File: src/rtl/conv_linear_pkg.sv
// Shared helpers for the convolution linear post-processing stages:
// width helpers, the half-up rounding constant and the saturation bounds.
package conv_linear_pkg;

  // Width of the kernel-index sideband and the parameter buffer address.
  localparam int USER_W = 16;

  // A full signed W x W product.
  function automatic int prod_width(input int w);
    return 2 * w;
  endfunction

  // One guard bit above the product so the rounding add and the bias add cannot wrap.
  function automatic int sum_width(input int w);
    return 2 * w + 1;
  endfunction

  // Half an LSB of the shifted result: 2^(f-1).
  function automatic logic [127:0] round_const(input int f);
    return 128'(1) << (f - 1);
  endfunction

  // Largest representable signed W-bit value.
  function automatic logic signed [127:0] sat_max(input int w);
    return (128'sd1 <<< (w - 1)) - 128'sd1;
  endfunction

  // Smallest representable signed W-bit value.
  function automatic logic signed [127:0] sat_min(input int w);
    return -(128'sd1 <<< (w - 1));
  endfunction

endpackage

File: src/rtl/axis_linear_apply_pipe_if.sv
// Bundle of the conv-result AXIS slave, the parameter-buffer read port and
// the result AXIS master. "master" is the pipeline's view, "slave" the
// view of the surrounding datapath (stream source, buffer and sink).
interface axis_linear_apply_pipe_if
  import conv_linear_pkg::*;
#(
  parameter int kernal_param_data_width = 16
) ();

  logic                                      linear_pars_buf_load_completed;

  logic signed [kernal_param_data_width-1:0] s_axis_conv_data;
  logic [USER_W-1:0]                         s_axis_conv_user;
  logic                                      s_axis_conv_last;
  logic                                      s_axis_conv_valid;
  logic                                      s_axis_conv_ready;

  logic                                      linear_pars_buffer_ren_s0;
  logic                                      linear_pars_buffer_ren_s1;
  logic [USER_W-1:0]                         linear_pars_buffer_raddr;
  logic signed [kernal_param_data_width-1:0] linear_pars_buffer_dout_a;
  logic signed [kernal_param_data_width-1:0] linear_pars_buffer_dout_b;

  logic signed [kernal_param_data_width-1:0] m_axis_res_data;
  logic                                      m_axis_res_last;
  logic                                      m_axis_res_valid;
  logic                                      m_axis_res_ready;

  modport master (
    input  linear_pars_buf_load_completed,
    input  s_axis_conv_data, s_axis_conv_user, s_axis_conv_last, s_axis_conv_valid,
    output s_axis_conv_ready,
    output linear_pars_buffer_ren_s0, linear_pars_buffer_ren_s1, linear_pars_buffer_raddr,
    input  linear_pars_buffer_dout_a, linear_pars_buffer_dout_b,
    output m_axis_res_data, m_axis_res_last, m_axis_res_valid,
    input  m_axis_res_ready
  );

  modport slave (
    output linear_pars_buf_load_completed,
    output s_axis_conv_data, s_axis_conv_user, s_axis_conv_last, s_axis_conv_valid,
    input  s_axis_conv_ready,
    input  linear_pars_buffer_ren_s0, linear_pars_buffer_ren_s1, linear_pars_buffer_raddr,
    output linear_pars_buffer_dout_a, linear_pars_buffer_dout_b,
    input  m_axis_res_data, m_axis_res_last, m_axis_res_valid,
    output m_axis_res_ready
  );

endinterface

File: src/rtl/linear_round_sat.sv
// Combinational tail of A*X + B: half-up rounding of the Q-format product,
// arithmetic shift back to integer, bias add and saturation to W bits.
module linear_round_sat
  import conv_linear_pkg::*;
#(
  parameter int kernal_param_data_width = 16,
  parameter int a_frac_width            = 8
) (
  input  logic signed [2*kernal_param_data_width-1:0] prod,
  input  logic signed [kernal_param_data_width-1:0]   b,
  output logic signed [kernal_param_data_width-1:0]   res
);

  localparam int W      = kernal_param_data_width;
  localparam int PROD_W = prod_width(W);
  localparam int SUM_W  = sum_width(W);

  localparam logic signed [SUM_W-1:0] RND  = SUM_W'(round_const(a_frac_width));
  localparam logic signed [SUM_W-1:0] MAXV = SUM_W'(sat_max(W));
  localparam logic signed [SUM_W-1:0] MINV = SUM_W'(sat_min(W));

  logic signed [SUM_W-1:0] sum;

  // Add half an LSB, then floor-shift: ties round towards +inf.
  function automatic logic signed [SUM_W-1:0] round_shift(input logic signed [PROD_W-1:0] p);
    logic signed [SUM_W-1:0] t;
    t = SUM_W'(p) + RND;
    return t >>> a_frac_width;
  endfunction

  // Clamp the wide sum into the signed W-bit range.
  function automatic logic signed [W-1:0] saturate(input logic signed [SUM_W-1:0] s);
    if (s > MAXV) begin
      return MAXV[W-1:0];
    end else if (s < MINV) begin
      return MINV[W-1:0];
    end
    return s[W-1:0];
  endfunction

  // Round, add the sign-extended bias and saturate.
  always_comb begin
    sum = round_shift(prod) + SUM_W'(b);
    res = saturate(sum);
  end

endmodule

File: src/rtl/axis_linear_apply_pipe.sv
// Applies the per-kernel linear parameters (A, B) to tagged conv results:
// result = sat(round(A*X) + B). Four register stages, one sample per clock,
// a single global advance enable provides full backpressure.
module axis_linear_apply_pipe
  import conv_linear_pkg::*;
#(
  parameter int kernal_param_data_width = 16,
  parameter int a_frac_width            = 8
) (
  input logic                      clk,
  input logic                      rst_n,
  axis_linear_apply_pipe_if.master bus
);

  localparam int W      = kernal_param_data_width;
  localparam int PROD_W = prod_width(W);

  logic                     en;
  logic                     hs;
  logic                     vld_p1, vld_p2, vld_p3;
  logic signed [W-1:0]      x_p1, x_p2;
  logic                     last_p1, last_p2, last_p3;
  logic signed [PROD_W-1:0] prod_p3;
  logic signed [W-1:0]      b_p3;
  logic signed [W-1:0]      res;

  // Every stage moves together; the output register is free or being drained.
  assign en = ~bus.m_axis_res_valid | bus.m_axis_res_ready;

  // P0: accept and launch the buffer read in the handshake cycle.
  assign bus.s_axis_conv_ready         = rst_n & en & bus.linear_pars_buf_load_completed;
  assign hs                            = bus.s_axis_conv_valid & bus.s_axis_conv_ready;
  assign bus.linear_pars_buffer_ren_s0 = hs;
  assign bus.linear_pars_buffer_raddr  = bus.s_axis_conv_user;

  // P1: second buffer read stage only fires when the pipe advances, so the
  // buffer's output register stays aligned with the sample in P2.
  assign bus.linear_pars_buffer_ren_s1 = rst_n & en & vld_p1;

  // Valid chain; reset discards every in-flight sample.
  always_ff @(posedge clk) begin
    if (!rst_n) begin
      vld_p1 <= 1'b0;
      vld_p2 <= 1'b0;
      vld_p3 <= 1'b0;
    end else if (en) begin
      vld_p1 <= hs;
      vld_p2 <= vld_p1;
      vld_p3 <= vld_p2;
    end
  end

  // Data stages P1 -> P2 -> P3; A and B are read from the buffer in P2.
  always_ff @(posedge clk) begin
    if (en) begin
      x_p1    <= bus.s_axis_conv_data;
      last_p1 <= bus.s_axis_conv_last;
      // P1 -> P2
      x_p2    <= x_p1;
      last_p2 <= last_p1;
      // P2 -> P3: full-width signed product
      prod_p3 <= PROD_W'(x_p2) * PROD_W'(bus.linear_pars_buffer_dout_a);
      b_p3    <= bus.linear_pars_buffer_dout_b;
      last_p3 <= last_p2;
    end
  end

  linear_round_sat #(
    .kernal_param_data_width(W),
    .a_frac_width           (a_frac_width)
  ) u_round_sat (
    .prod(prod_p3),
    .b   (b_p3),
    .res (res)
  );

  // P3 -> output register; holds steady while the sink stalls.
  always_ff @(posedge clk) begin
    if (!rst_n) begin
      bus.m_axis_res_valid <= 1'b0;
      bus.m_axis_res_last  <= 1'b0;
      bus.m_axis_res_data  <= '0;
    end else if (en) begin
      bus.m_axis_res_valid <= vld_p3;
      bus.m_axis_res_last  <= last_p3;
      bus.m_axis_res_data  <= res;
    end
  end

endmodule

File: src/flat_wrapper.sv
// flat-port wrapper written by rule: the top's interface ports become plain ports
module axis_linear_apply_pipe_flat import conv_linear_pkg::*;
#(
  parameter int kernal_param_data_width = 16,
  parameter int a_frac_width            = 8
)
  (clk, rst_n, bus_linear_pars_buf_load_completed, bus_s_axis_conv_data, bus_s_axis_conv_user, bus_s_axis_conv_last, bus_s_axis_conv_valid, bus_s_axis_conv_ready, bus_linear_pars_buffer_ren_s0, bus_linear_pars_buffer_ren_s1, bus_linear_pars_buffer_raddr, bus_linear_pars_buffer_dout_a, bus_linear_pars_buffer_dout_b, bus_m_axis_res_data, bus_m_axis_res_last, bus_m_axis_res_valid, bus_m_axis_res_ready);
  axis_linear_apply_pipe_if #(.kernal_param_data_width(kernal_param_data_width)) bus_i ();
  input logic clk;
  input logic rst_n;
  input wire logic [$bits(bus_i.linear_pars_buf_load_completed)-1:0] bus_linear_pars_buf_load_completed;
  input wire logic [$bits(bus_i.s_axis_conv_data)-1:0] bus_s_axis_conv_data;
  input wire logic [$bits(bus_i.s_axis_conv_user)-1:0] bus_s_axis_conv_user;
  input wire logic [$bits(bus_i.s_axis_conv_last)-1:0] bus_s_axis_conv_last;
  input wire logic [$bits(bus_i.s_axis_conv_valid)-1:0] bus_s_axis_conv_valid;
  output wire logic [$bits(bus_i.s_axis_conv_ready)-1:0] bus_s_axis_conv_ready;
  output wire logic [$bits(bus_i.linear_pars_buffer_ren_s0)-1:0] bus_linear_pars_buffer_ren_s0;
  output wire logic [$bits(bus_i.linear_pars_buffer_ren_s1)-1:0] bus_linear_pars_buffer_ren_s1;
  output wire logic [$bits(bus_i.linear_pars_buffer_raddr)-1:0] bus_linear_pars_buffer_raddr;
  input wire logic [$bits(bus_i.linear_pars_buffer_dout_a)-1:0] bus_linear_pars_buffer_dout_a;
  input wire logic [$bits(bus_i.linear_pars_buffer_dout_b)-1:0] bus_linear_pars_buffer_dout_b;
  output wire logic [$bits(bus_i.m_axis_res_data)-1:0] bus_m_axis_res_data;
  output wire logic [$bits(bus_i.m_axis_res_last)-1:0] bus_m_axis_res_last;
  output wire logic [$bits(bus_i.m_axis_res_valid)-1:0] bus_m_axis_res_valid;
  input wire logic [$bits(bus_i.m_axis_res_ready)-1:0] bus_m_axis_res_ready;
  assign bus_i.linear_pars_buf_load_completed = bus_linear_pars_buf_load_completed;
  assign bus_i.s_axis_conv_data = bus_s_axis_conv_data;
  assign bus_i.s_axis_conv_user = bus_s_axis_conv_user;
  assign bus_i.s_axis_conv_last = bus_s_axis_conv_last;
  assign bus_i.s_axis_conv_valid = bus_s_axis_conv_valid;
  assign bus_s_axis_conv_ready = bus_i.s_axis_conv_ready;
  assign bus_linear_pars_buffer_ren_s0 = bus_i.linear_pars_buffer_ren_s0;
  assign bus_linear_pars_buffer_ren_s1 = bus_i.linear_pars_buffer_ren_s1;
  assign bus_linear_pars_buffer_raddr = bus_i.linear_pars_buffer_raddr;
  assign bus_i.linear_pars_buffer_dout_a = bus_linear_pars_buffer_dout_a;
  assign bus_i.linear_pars_buffer_dout_b = bus_linear_pars_buffer_dout_b;
  assign bus_m_axis_res_data = bus_i.m_axis_res_data;
  assign bus_m_axis_res_last = bus_i.m_axis_res_last;
  assign bus_m_axis_res_valid = bus_i.m_axis_res_valid;
  assign bus_i.m_axis_res_ready = bus_m_axis_res_ready;
  axis_linear_apply_pipe #(.kernal_param_data_width(kernal_param_data_width), .a_frac_width(a_frac_width)) u_core (.clk(clk), .rst_n(rst_n), .bus(bus_i));
endmodule
File: config.mk
export PLATFORM = sky130hd
export DESIGN_NAME = axis_linear_apply_pipe_flat
export DESIGN_NICKNAME = d
export VERILOG_FILES = /design/src/rtl/conv_linear_pkg.sv /design/src/rtl/axis_linear_apply_pipe_if.sv /design/src/rtl/linear_round_sat.sv /design/src/rtl/axis_linear_apply_pipe.sv /design/src/flat_wrapper.sv
export SDC_FILE = /design/constraint.sdc
export NUM_CORES = 1
export LEC_CHECK = 0
export CAP_MARGIN = 30
export CORE_MARGIN = 3
export CORE_UTILIZATION = 45
export DETAILED_ROUTE_END_ITERATION = 6
export PLACE_DENSITY = 0.62
export SETUP_SLACK_MARGIN = 0.1
export SYNTH_ARGS = -nofsm -noshare
export SYNTH_HDL_FRONTEND = slang
export SYNTH_SLANG_ARGS = --single-unit
export TNS_END_PERCENT = 50
File: constraint.sdc
create_clock -name clk -period 7.95 [get_ports clk]
set_input_delay 1.59 -clock clk [delete_from_list [all_inputs] [get_ports clk]]
set_output_delay 1.59 -clock clk [all_outputs]
set_load 0.02 [all_outputs]
==> impl_metrics.json, run 1 <==
{
  "grt.total_usage": 0.187,
  "drt_iter0_markers": 436,
  "crit_chain": "clkdlybuf4s50_1 -> buf_4 -> nand2_1 -> fa_1 -> inv_1 -> fa_1 -> fa_1 -> fa_1 -> fa_1 -> inv_1 -> fa_1 -> inv_1 -> ha_1 -> or4_1 -> o21ba_2 -> a21oi_1 -> o21ai_1 -> a211o_1 -> a21oi_1 -> xnor2_1",
  "path_class": "input port to flip-flop",
  "synth_cell_types": 59,
  "syn-num-nets": 1927,
  "dr.pass1.iters": 4,
  "io_pins": 107,
  "hp-class": "flip-flop to flip-flop",
  "min_period_ns": 7.46,
  "rsz0062_at_grt": "false",
  "synth-async-reset-ratio": 0,
  "synth_edf_count": 76,
  "postCtsSetupBuffers": 0,
  "gr-total-overflow": 0,
  "cts_root_buf": "clkbuf_16",
  "syn_area_sq_mm": 0.0145,
  "synthCells": 1490,
  "crit_family": "adder cells",
  "initial_core_util": 0.464,
  "status": "completed",
  "via_per_inst": 4.96,
  "hold_viol": 0,
  "crit_top_cell": "fa_1",
  "yosysSeqAreaShare": 0.187,
  "fill_cells": 2851,
  "clock-sinks": 97,
  "setup_viol": 0,
  "timing_worst_slew_pin_value_ns": 0.799,
  "drive_above_1_share": 0.0485,
  "synth-seq-cells": 97,
  "port_buffers": 74,
  "grt_pass1_wl_um": 51400,
  "synth_top_area_frac": 0.363,
  "ys.flop_type": "edfxtp_1",
  "num-nets-final": 2000,
  "final_core_util": 0.517,
  "worstPathRequired_ns": 8.06,
  "synth.most_common_cell": "inv_1",
  "cpMaxStageDelayCell": "clkdlybuf4s50_1",
  "ant_nets": 0,
  "relSlewSlack": 0.454,
  "yosys.area.top_type": "fa_1",
  "clock_skew_ns": 0.0113,
  "vias": 9754,
  "fin_crit_sh": 0.938,
  "antenna_found_initial": 1,
  "maxSlewViolCount": 0,
  "grt_pass1_vias": 10500,
  "hpwl_um": 24900,
  "gp_congestion": 0.880,
  "fin_hold_ws_ns": 0.409,
  "cts_max_level": 3,
  "syn_area_per_cell_sq_um": 9.70,
  "critical_path_buf_inv_count": 5,
  "detail_route.wl_per_cell_um": 15.2,
  "startpoint_type": "input port",
  "tns_ns": 0,
  "ctsLongestPathBuffers": 2,
  "cp.arrival_ns": 7.57,
  "critPathMaxFanout": 10,
  "area_growth_pct": 11.4,
  "clkTransAtPathRegs_ns": 0.08,
  "clock_latency_ns": 0.37,
  "die-area_sq_mm": 0.0343,
  "synth_common_cells": "inv_1, fa_1, nand2_1",
  "cap_violations": 0,
  "layout.cells.non_filler": 1965,
  "numCtsBuffers": 9,
  "cts_tree": "done",
  "die_w_um": 185,
  "fp.dieH_um": 185,
  "fmax_mhz": 134,
  "synth_top_cells_by_area": "fa_1, edfxtp_1, ha_1, inv_1, and2_1",
  "drc_errors": 0,
  "core_sq_mm": 0.0311,
  "grt_max_degree": 77,
  "crit_path_end_kind": "flip-flop",
  "slowest_delay_ns": 0.61,
  "num_rows": 64,
  "routed_wl_um": 29900,
  "dp.cells": 1947,
  "synth_warnings": 0
}
-- flip-flops by register name (all words and copies together), names as in the netlist, 16 cells and up --
| register | count |
|---|---|
| u_core.x_p2 | 16 |
| u_core.prod_p3 | 25 |
| u_core.b_p3 | 16 |
| u_core.bus.m_axis_res_data | 16 |
| u_core.x_p1 | 16 |
-- cell usage in the layout (no fill, tap or decap), types with 16 or more instances in the layout --
cell type / n
nor2_1: 43
edfxtp_1: 76
inv_1: 316
nor3_1: 16
xnor2_1: 49
buf_4: 38
nand3_1: 24
nand2_1: 161
fa_1: 262
o21ai_0: 34
dfxtp_1: 21
clkdlybuf4s50_1: 73
and2_1: 132
a21oi_1: 50
ha_1: 105
-- final cells by class --
class | instances | area [sq um] | area share
repair buffers | 117 | 1140 | 0.0706
flip-flops and latches | 97 | 2700 | 0.168
well taps | 396 | 495 | 0.0308
diodes | 1 | 2.50 | 0.000155
clock inverters | 7 | 66.3 | 0.00412
multi-input cells | 1021 | 10300 | 0.639
inverters | 317 | 1190 | 0.0740
clock buffers | 9 | 225 | 0.0140
-- worst register-to-register path: cells and delay by family, from the launching register on --
kind | cells | cell delay (ns)
xor+xnor | 1 | 0.08
fa+ha+maj | 7 | 3.31
compound gates | 5 | 1.11
buf+inv | 5 | 0.25
simple gates | 3 | 0.78
flops | 1 | 0.83
-- path summary, 6_finish.rpt --
kind	to	cells past startpoint	slack, ns	start
worst max-delay path	u_core.prod_p3[31]	20	0.49	bus_linear_pars_buffer_dout_a[8]
worst min-delay path	u_core.x_p2[1]	0	0.41	u_core.x_p1[1]
worst max register to register	u_core.prod_p3[31]	21	1.34	u_core.x_p2[7]
worst min register to register	u_core.x_p2[1]	0	0.41	u_core.x_p1[1]
-- kinds of logic (layout without fill, tap and decap cells) --
group | Yosys count | in the layout | share of synthesized area
and+or+nand+nor | 444 | 444 | 0.154
buffers and inverters | 372 | 450 | 0.101
adders and majority gates | 367 | 367 | 0.454
AOI/OAI and AO/OA | 147 | 147 | 0.0651
DFF | 97 | 97 | 0.187
xor gates and xnor gates | 63 | 63 | 0.0382
other | 0 | 1 | 0
-- metrics by stage --
stage	area, sq um	setup slack (ns)
6_report	16100	0.490
3_3_place_gp	15800	-0.00601
4_1_cts	16100	0.294
2_1_floorplan	14500	0.646
3_5_place_dp	15800	-0.105
5_1_grt	16100	0.191
-- metal layers --
metal  global-route usage  vias to the layer above  share of wire
met5                    0                        -              0
met4               0.0357                        0          0.013
met3               0.0363                       34          0.052
met2                0.301                      197           0.45
met1                0.267                     4781           0.49
li1                     -                     4742              -
-- what timing repair did --
action                                  CTS  global route
gates resized for setup                   0             2
endpoints found under the setup margin    0             2
hold buffers                              0             0
Power of run 1 is left out: the tool's default activity adds up to more than one toggle a clock period on the data nets, which glitch-free logic cannot reach.
==> run 2: changes to the inputs <==
Settings changed: GPL_ROUTABILITY_DRIVEN from default to 1.
==> results of run 2 <==
The final DEF is identical to that of run 1; final timing and power are the same.
Power of run 2 is left out for the same reason.
